$ cat src/rtl/cic_dec_ctrl.sv
// rtl/cic_dec_ctrl.sv - CIC decimator sequencer, settle discard, shift/saturate scaler and FWFT output FIFO
// Optional round-half-up scaling via CIC_DEC_CTRL_ROUND_EN.
module cic_dec_ctrl #(
  parameter int IN_W       = 35,
  parameter int OUT_W      = 16,
  parameter int SETTLE_N   = 5,
  parameter int FIFO_DEPTH = 4
) (
  input  logic                    clk,
  input  logic                    rstn,
  input  logic                    en,
  input  logic [5:0]              shift_cfg,
  input  logic signed [IN_W-1:0]  cic_dat,
  input  logic                    cic_vld,
  output logic                    cic_rstn,
  output logic [OUT_W-1:0]        m_dat,
  output logic                    m_valid,
  input  logic                    m_ready,
  output logic                    busy,
  output logic                    ovf,
  output logic                    sat,
  input  logic                    clr_flags
);

  localparam int AW = $clog2(FIFO_DEPTH);
  localparam int CW = $clog2(SETTLE_N + 1);
  localparam logic [5:0] MAX_SHIFT = 6'(IN_W - 1);
  localparam logic signed [IN_W:0] MAX_V = (IN_W+1)'((2 ** (OUT_W - 1)) - 1);
  localparam logic signed [IN_W:0] MIN_V = -MAX_V - (IN_W+1)'(1);

  typedef enum logic [1:0] {IDLE, SETTLE, RUN, DRAIN} state_t;

  state_t                 state;
  logic [5:0]             shift_reg;
  logic [CW-1:0]          settle_cnt;

  logic                   cap_vld;
  logic signed [IN_W-1:0] cap_dat;
  logic                   sc_vld;
  logic [OUT_W-1:0]       sc_dat;

  logic [OUT_W-1:0]       mem [FIFO_DEPTH];
  logic [AW-1:0]          wr_ptr;
  logic [AW-1:0]          rd_ptr;
  logic [AW:0]            count;

  logic signed [IN_W:0]   sc_sum;
  logic signed [IN_W:0]   sc_y;
  logic                   sat_hi;
  logic                   sat_lo;
  logic [OUT_W-1:0]       sc_q;
  logic                   full;
  logic                   pop;
  logic                   do_push;
  logic                   ovf_set;
  logic                   sat_set;
  logic                   pipe_idle;

  // Sum is one bit wider than the input so the rounding offset never wraps.
  always_comb begin
    sc_sum = {cap_dat[IN_W-1], cap_dat};
`ifdef CIC_DEC_CTRL_ROUND_EN
    if (shift_reg != 6'd0)
      sc_sum = sc_sum + ((IN_W+1)'(1) << (shift_reg - 6'd1));
`else
`endif
    sc_y   = sc_sum >>> shift_reg;
    sat_hi = sc_y > MAX_V;
    sat_lo = sc_y < MIN_V;
    if (sat_hi)
      sc_q = MAX_V[OUT_W-1:0];
    else if (sat_lo)
      sc_q = MIN_V[OUT_W-1:0];
    else
      sc_q = sc_y[OUT_W-1:0];
  end

  assign full      = (count == (AW+1)'(FIFO_DEPTH));
  assign m_valid   = (count != '0);
  assign m_dat     = m_valid ? mem[rd_ptr] : '0;
  assign pop       = m_valid && m_ready;
  assign do_push   = sc_vld && (!full || pop);
  assign ovf_set   = sc_vld && full && !pop;
  assign sat_set   = cap_vld && (sat_hi || sat_lo);
  assign pipe_idle = !cap_vld && !sc_vld && (count == '0);

  always_ff @(posedge clk or negedge rstn) begin
    if (!rstn) begin
      state      <= IDLE;
      shift_reg  <= '0;
      settle_cnt <= '0;
      cic_rstn   <= 1'b0;
      busy       <= 1'b0;
    end else begin
      case (state)
        IDLE: begin
          if (en) begin
            state      <= SETTLE;
            shift_reg  <= (shift_cfg > MAX_SHIFT) ? MAX_SHIFT : shift_cfg;
            settle_cnt <= '0;
            cic_rstn   <= 1'b1;
            busy       <= 1'b1;
          end
        end
        SETTLE: begin
          if (!en) begin
            state    <= IDLE;
            cic_rstn <= 1'b0;
            busy     <= 1'b0;
          end else if (cic_vld) begin
            if (settle_cnt == CW'(SETTLE_N - 1))
              state <= RUN;
            else
              settle_cnt <= settle_cnt + CW'(1);
          end
        end
        RUN: begin
          if (!en)
            state <= DRAIN;
        end
        DRAIN: begin
          if (pipe_idle) begin
            state    <= IDLE;
            cic_rstn <= 1'b0;
            busy     <= 1'b0;
          end
        end
        default: begin
          state    <= IDLE;
          cic_rstn <= 1'b0;
          busy     <= 1'b0;
        end
      endcase
    end
  end

  // Capture, scale and push form a three-edge pipeline ahead of the FIFO head.
  always_ff @(posedge clk or negedge rstn) begin
    if (!rstn) begin
      cap_vld <= 1'b0;
      cap_dat <= '0;
      sc_vld  <= 1'b0;
      sc_dat  <= '0;
      wr_ptr  <= '0;
      rd_ptr  <= '0;
      count   <= '0;
      ovf     <= 1'b0;
      sat     <= 1'b0;
    end else begin
      cap_vld <= (state == RUN) && cic_vld;
      if ((state == RUN) && cic_vld)
        cap_dat <= cic_dat;
      sc_vld <= cap_vld;
      if (cap_vld)
        sc_dat <= sc_q;
      if (do_push)
        wr_ptr <= wr_ptr + AW'(1);
      if (pop)
        rd_ptr <= rd_ptr + AW'(1);
      if (do_push && !pop)
        count <= count + (AW+1)'(1);
      else if (pop && !do_push)
        count <= count - (AW+1)'(1);
      if (ovf_set)
        ovf <= 1'b1;
      else if (clr_flags)
        ovf <= 1'b0;
      if (sat_set)
        sat <= 1'b1;
      else if (clr_flags)
        sat <= 1'b0;
    end
  end

  always_ff @(posedge clk) begin
    if (do_push)
      mem[wr_ptr] <= sc_dat;
  end

endmodule

$ cat config.mk
export PLATFORM = sky130hd
export DESIGN_NAME = cic_dec_ctrl
export DESIGN_NICKNAME = d
export VERILOG_FILES = /design/src/rtl/cic_dec_ctrl.sv
export SDC_FILE = /design/constraint.sdc
export NUM_CORES = 1
export LEC_CHECK = 0
export ABC_AREA = 0
export BUFFER_PORTS_ARGS = -buffer_cell sky130_fd_sc_hd__clkbuf_2
export CORE_MARGIN = 4
export CORE_UTILIZATION = 57
export CTS_CLUSTER_DIAMETER = 30
export DETAILED_ROUTE_END_ITERATION = 8
export PLACE_DENSITY = 0.76
export REMOVE_ABC_BUFFERS = 1
export SLEW_MARGIN = 10
export SYNTH_ARGS = -nofsm -noshare
export SYNTH_HDL_FRONTEND = slang
export SYNTH_SLANG_ARGS = --single-unit
$ cat constraint.sdc
create_clock -name clk -period 7.1 [get_ports clk]
set_input_delay 0 -clock clk [delete_from_list [all_inputs] [get_ports clk]]
set_output_delay 0 -clock clk [all_outputs]
set_load 0.05 [all_outputs]
==> load_flow_metrics.sql <==
INSERT INTO impl_metrics (metric_group, metric, value, unit) VALUES
('outcome', 'run_status', 'finished clean', ''),
('pwr', 'share_seq_of_total_power', '0.334', ''),
('pwr', 'p_comb_frac', '0.446', ''),
('pwr', 'power.density', '422.4', 'mW/mm^2'),
('place', 'detailed_place_hpwl', '12740', 'um'),
('synth', 'ys_seq_area_frac', '0.4549', ''),
('setup_path', 'timing.rr.end', 'sc_dat[3]', ''),
('pwr', 'power.internal', '2.424', 'mW'),
('pwr', 'power.switching_fraction', '0.4087', ''),
('synth', 'synth_area_leader_cell', 'sky130_fd_sc_hd__edfxtp_1', ''),
('detailed_routing', 'via_count', '5812', ''),
('layout', 'area_growth', '17.01', '%'),
('setup_path', 'arrival_time_reported_for_the_critical_path_endpoint', '4.07', 'ns'),
('timing', 'clock.fmax', '0.2612', 'GHz'),
('floorplan', 'start_util', '0.5908', ''),
('global_routing', 'grt_start_max_net_pins', '75', ''),
('synth', 'synth_common_cells', '74 x sky130_fd_sc_hd__dfrtp_1, 65 x sky130_fd_sc_hd__nand2_1, 64 x sky130_fd_sc_hd__edfxtp_1, 55 x sky130_fd_sc_hd__mux4_2, 48 x sky130_fd_sc_hd__mux2_2', ''),
('setup_path', 'worst_ep_required_time', '7.35', 'ns'),
('setup_path', 'critical_path.cell_chain', 'buf_4 -> mux4_2 -> mux2_2 -> a211oi_1 -> o311ai_1 -> a21oi_2 -> o221ai_1', ''),
('pwr', 'total_leakage_power', '3.899', 'nW'),
('timing', 'rsz_0062_raised_after_global_routing', 'false', ''),
('detailed_routing', 'remaining_design_rule_violation_count', '0', ''),
('timing', 'setup_violations', '0', ''),
('layout', 'finalCoreUtilization', '0.6913', ''),
('detailed_routing', 'drtAntennaViolNets', '0', ''),
('synth', 'post_synth_instance_area', '0.008295', 'mm^2'),
('synth', 'number_of_flops_mapped_to_enable_cells_by_yosys', '64', ''),
('setup_path', 'worst_r2r_path_depth', '7', ''),
('timing', 'worst-slew-pin-transition', '1.081', 'ns'),
('clock_tree', 'cts_buffer_depth', '2', ''),
('floorplan', 'boundaryPins', '68', ''),
('detailed_routing', 'drt-initial-drc-count', '378', ''),
('setup_path', 'cp-start-kind', 'flip-flop', ''),
('synth', 'netlist.area_leader.share', '0.2317', ''),
('synth', 'ys_types', '75', ''),
('clock_tree', 'cts_post_setup_buffers_inserted', '0', ''),
('global_routing', 'grt_antenna_before_repair', '0', ''),
('layout', 'stdcell_count', '951', ''),
('global_routing', 'grt_util_all_layers', '0.2431', ''),
('floorplan', 'fp.dieArea', '0.01655', 'mm^2'),
('synth', 'synth-warning-count', '0', ''),
('detailed_routing', 'drtPass1Iterations', '5', ''),
('synth', 'netlist_top_cells_area', 'sky130_fd_sc_hd__edfxtp_1 23%, sky130_fd_sc_hd__dfrtp_1 22%, sky130_fd_sc_hd__mux4_2 15%, sky130_fd_sc_hd__mux2_2 6.5%, sky130_fd_sc_hd__nand2_1 2.9%', ''),
('layout', 'layout-drive-gt1-share', '0.3013', ''),
('timing', 'skew', '0.008216', 'ns'),
('setup_path', 'critPathSlowestCell', 'sky130_fd_sc_hd__dfrtp_1', ''),
('setup_path', 'cpPeakStageDelay', '0.82', 'ns'),
('setup_path', 'critPathMaxFanout', '29', ''),
('place', 'buffer_ports.inserted', '67', ''),
('setup_path', 'setup.worst_path.end', 'sc_dat[3]', ''),
('clock_tree', 'cts_max_level', '4', ''),
('setup_path', 'cp-startpoint', 'shift_reg[2]', ''),
('synth', 'synth_flop_cell', 'sky130_fd_sc_hd__dfrtp_1', ''),
('synth', 'postSynthRegisterBits', '138', ''),
('pwr', 'share_clk_of_total_power', '0.220', ''),
('timing', 'slew_headroom', '0.2793', ''),
('timing', 'final.period_utilization', '0.5391', ''),
('clock_tree', 'cts_made_buffers', '17', ''),
('pwr', 'post-layout-total-power', '4.100', 'mW'),
('setup_path', 'timing.critical_path.to_type', 'flip-flop', ''),
('floorplan', 'number_of_placement_rows', '43', ''),
('timing', 'fin_max_slew_vios', '0', ''),
('global_routing', 'grt_first_pass_wirelength', '31310', 'um'),
('clock_tree', 'cts_root_buffer', 'sky130_fd_sc_hd__clkbuf_16', ''),
('layout', 'largestRegisters', 'mem x64, cap_dat x35, sc_dat x16', ''),
('setup_path', 'r2r-start', 'shift_reg[2]', ''),
('timing', 'setup_tns', '0', 'ns'),
('global_routing', 'vias_in_the_first_global_route', '5870', ''),
('min_path', 'hold_class', 'input pin to flip-flop', ''),
('clock_tree', 'path_clk_slew', '0.06', 'ns'),
('setup_path', 'path_buf_inv', '1', '');
power by group through the flow:
stage               clock network [mW]  registers, mW  logic [mW]
floorplan                            0           1.38        1.32
global placement                     0           1.36        1.77
detailed placement                   0           1.38        1.80
CTS                              0.913           1.37        1.83
global route                     0.955           1.42        1.98
finish                           0.902           1.37        1.83
layout make-up:
| class | count | area (um^2) |
|---|---|---|
| flip-flops and latches | 138 | 3776 |
| diodes | 1 | 2.502 |
| clock buffers | 18 | 429.2 |
| clock inverters | 14 | 170.2 |
| multi-input cells | 449 | 4115 |
| well taps | 180 | 225.2 |
| inverters | 28 | 105.1 |
| repair buffers | 123 | 883.3 |
| fillers | 987 | 4335 |
worst min-delay path by stage:
stage | start | to | slack (ns) | depth (start not counted)
2_1_floorplan | rstn | async pin | -0.30 | 0
3_3_place_gp | rstn | cap_dat[32] | 0.17 | 1
3_5_place_dp | rstn | cap_dat[32] | 0.20 | 1
4_1_cts | cic_vld | settle_cnt[0] | 0.002 | 4
5_1_grt | cic_vld | settle_cnt[0] | 0.06 | 4
6_report | cic_vld | settle_cnt[0] | 0.02 | 4
worst min-delay path, delay by kind of cell:
kind / cells / cell delay [ns]
compound gates: 1 / 0.08
mux: 1 / 0.12
simple gates: 1 / 0.08
buf+inv: 1 / 0.11
layer usage:
metal	share of wire	wire [um]	vias up	track usage
met1	0.42	8001	2870	0.3217
met2	0.51	9704	173	0.4104
met5	0	0	-	0
met4	0.021	388	0	0.08647
met3	0.042	797	32	0.03985
li1	-	-	2737	-
cells by family after synthesis:
kind of cell / share of synthesized area
AOI/OAI and AO/OA: 0.1186
adders and majority gates: 0.01297
DFF: 0.4549
muxes: 0.2472
xor gates and xnor gates: 0.007391
buffers and inverters: 0.04902
and+or+nand+nor: 0.1100
layout by cell type, fill, tap and decap left out, types with 4 or more instances in the layout:
cell type                       count
sky130_fd_sc_hd__and3_1             5
sky130_fd_sc_hd__a211o_1            5
sky130_fd_sc_hd__mux2_1             5
sky130_fd_sc_hd__edfxtp_1          64
sky130_fd_sc_hd__nor3_1             9
sky130_fd_sc_hd__nor2_1            25
sky130_fd_sc_hd__mux2i_1           20
sky130_fd_sc_hd__a211oi_1           9
sky130_fd_sc_hd__mux4_2            55
sky130_fd_sc_hd__clkbuf_2          66
sky130_fd_sc_hd__or3_1              5
sky130_fd_sc_hd__a21o_1             5
sky130_fd_sc_hd__ha_1               7
sky130_fd_sc_hd__o211ai_1           6
sky130_fd_sc_hd__mux2_2            48
sky130_fd_sc_hd__dfrtp_1           72
sky130_fd_sc_hd__o21ai_0           29
sky130_fd_sc_hd__o221ai_2          10
sky130_fd_sc_hd__nand2_1           65
sky130_fd_sc_hd__nand3_1           12
sky130_fd_sc_hd__and2_1            23
sky130_fd_sc_hd__o221ai_1           6
sky130_fd_sc_hd__xnor2_1            4
sky130_fd_sc_hd__clkbuf_16         17
sky130_fd_sc_hd__a31oi_1            4
sky130_fd_sc_hd__inv_1             26
sky130_fd_sc_hd__buf_4              7
sky130_fd_sc_hd__a21oi_1           22
sky130_fd_sc_hd__nor2b_1            8
sky130_fd_sc_hd__dlygate4sd3_1     50
repair_timing:
item                                   CTS  global route
endpoints found under the hold margin  120             0
setup endpoints to repair                0             0
hold buffers                            50             0
No activity file was read; power rests on OpenSTA's default activity.
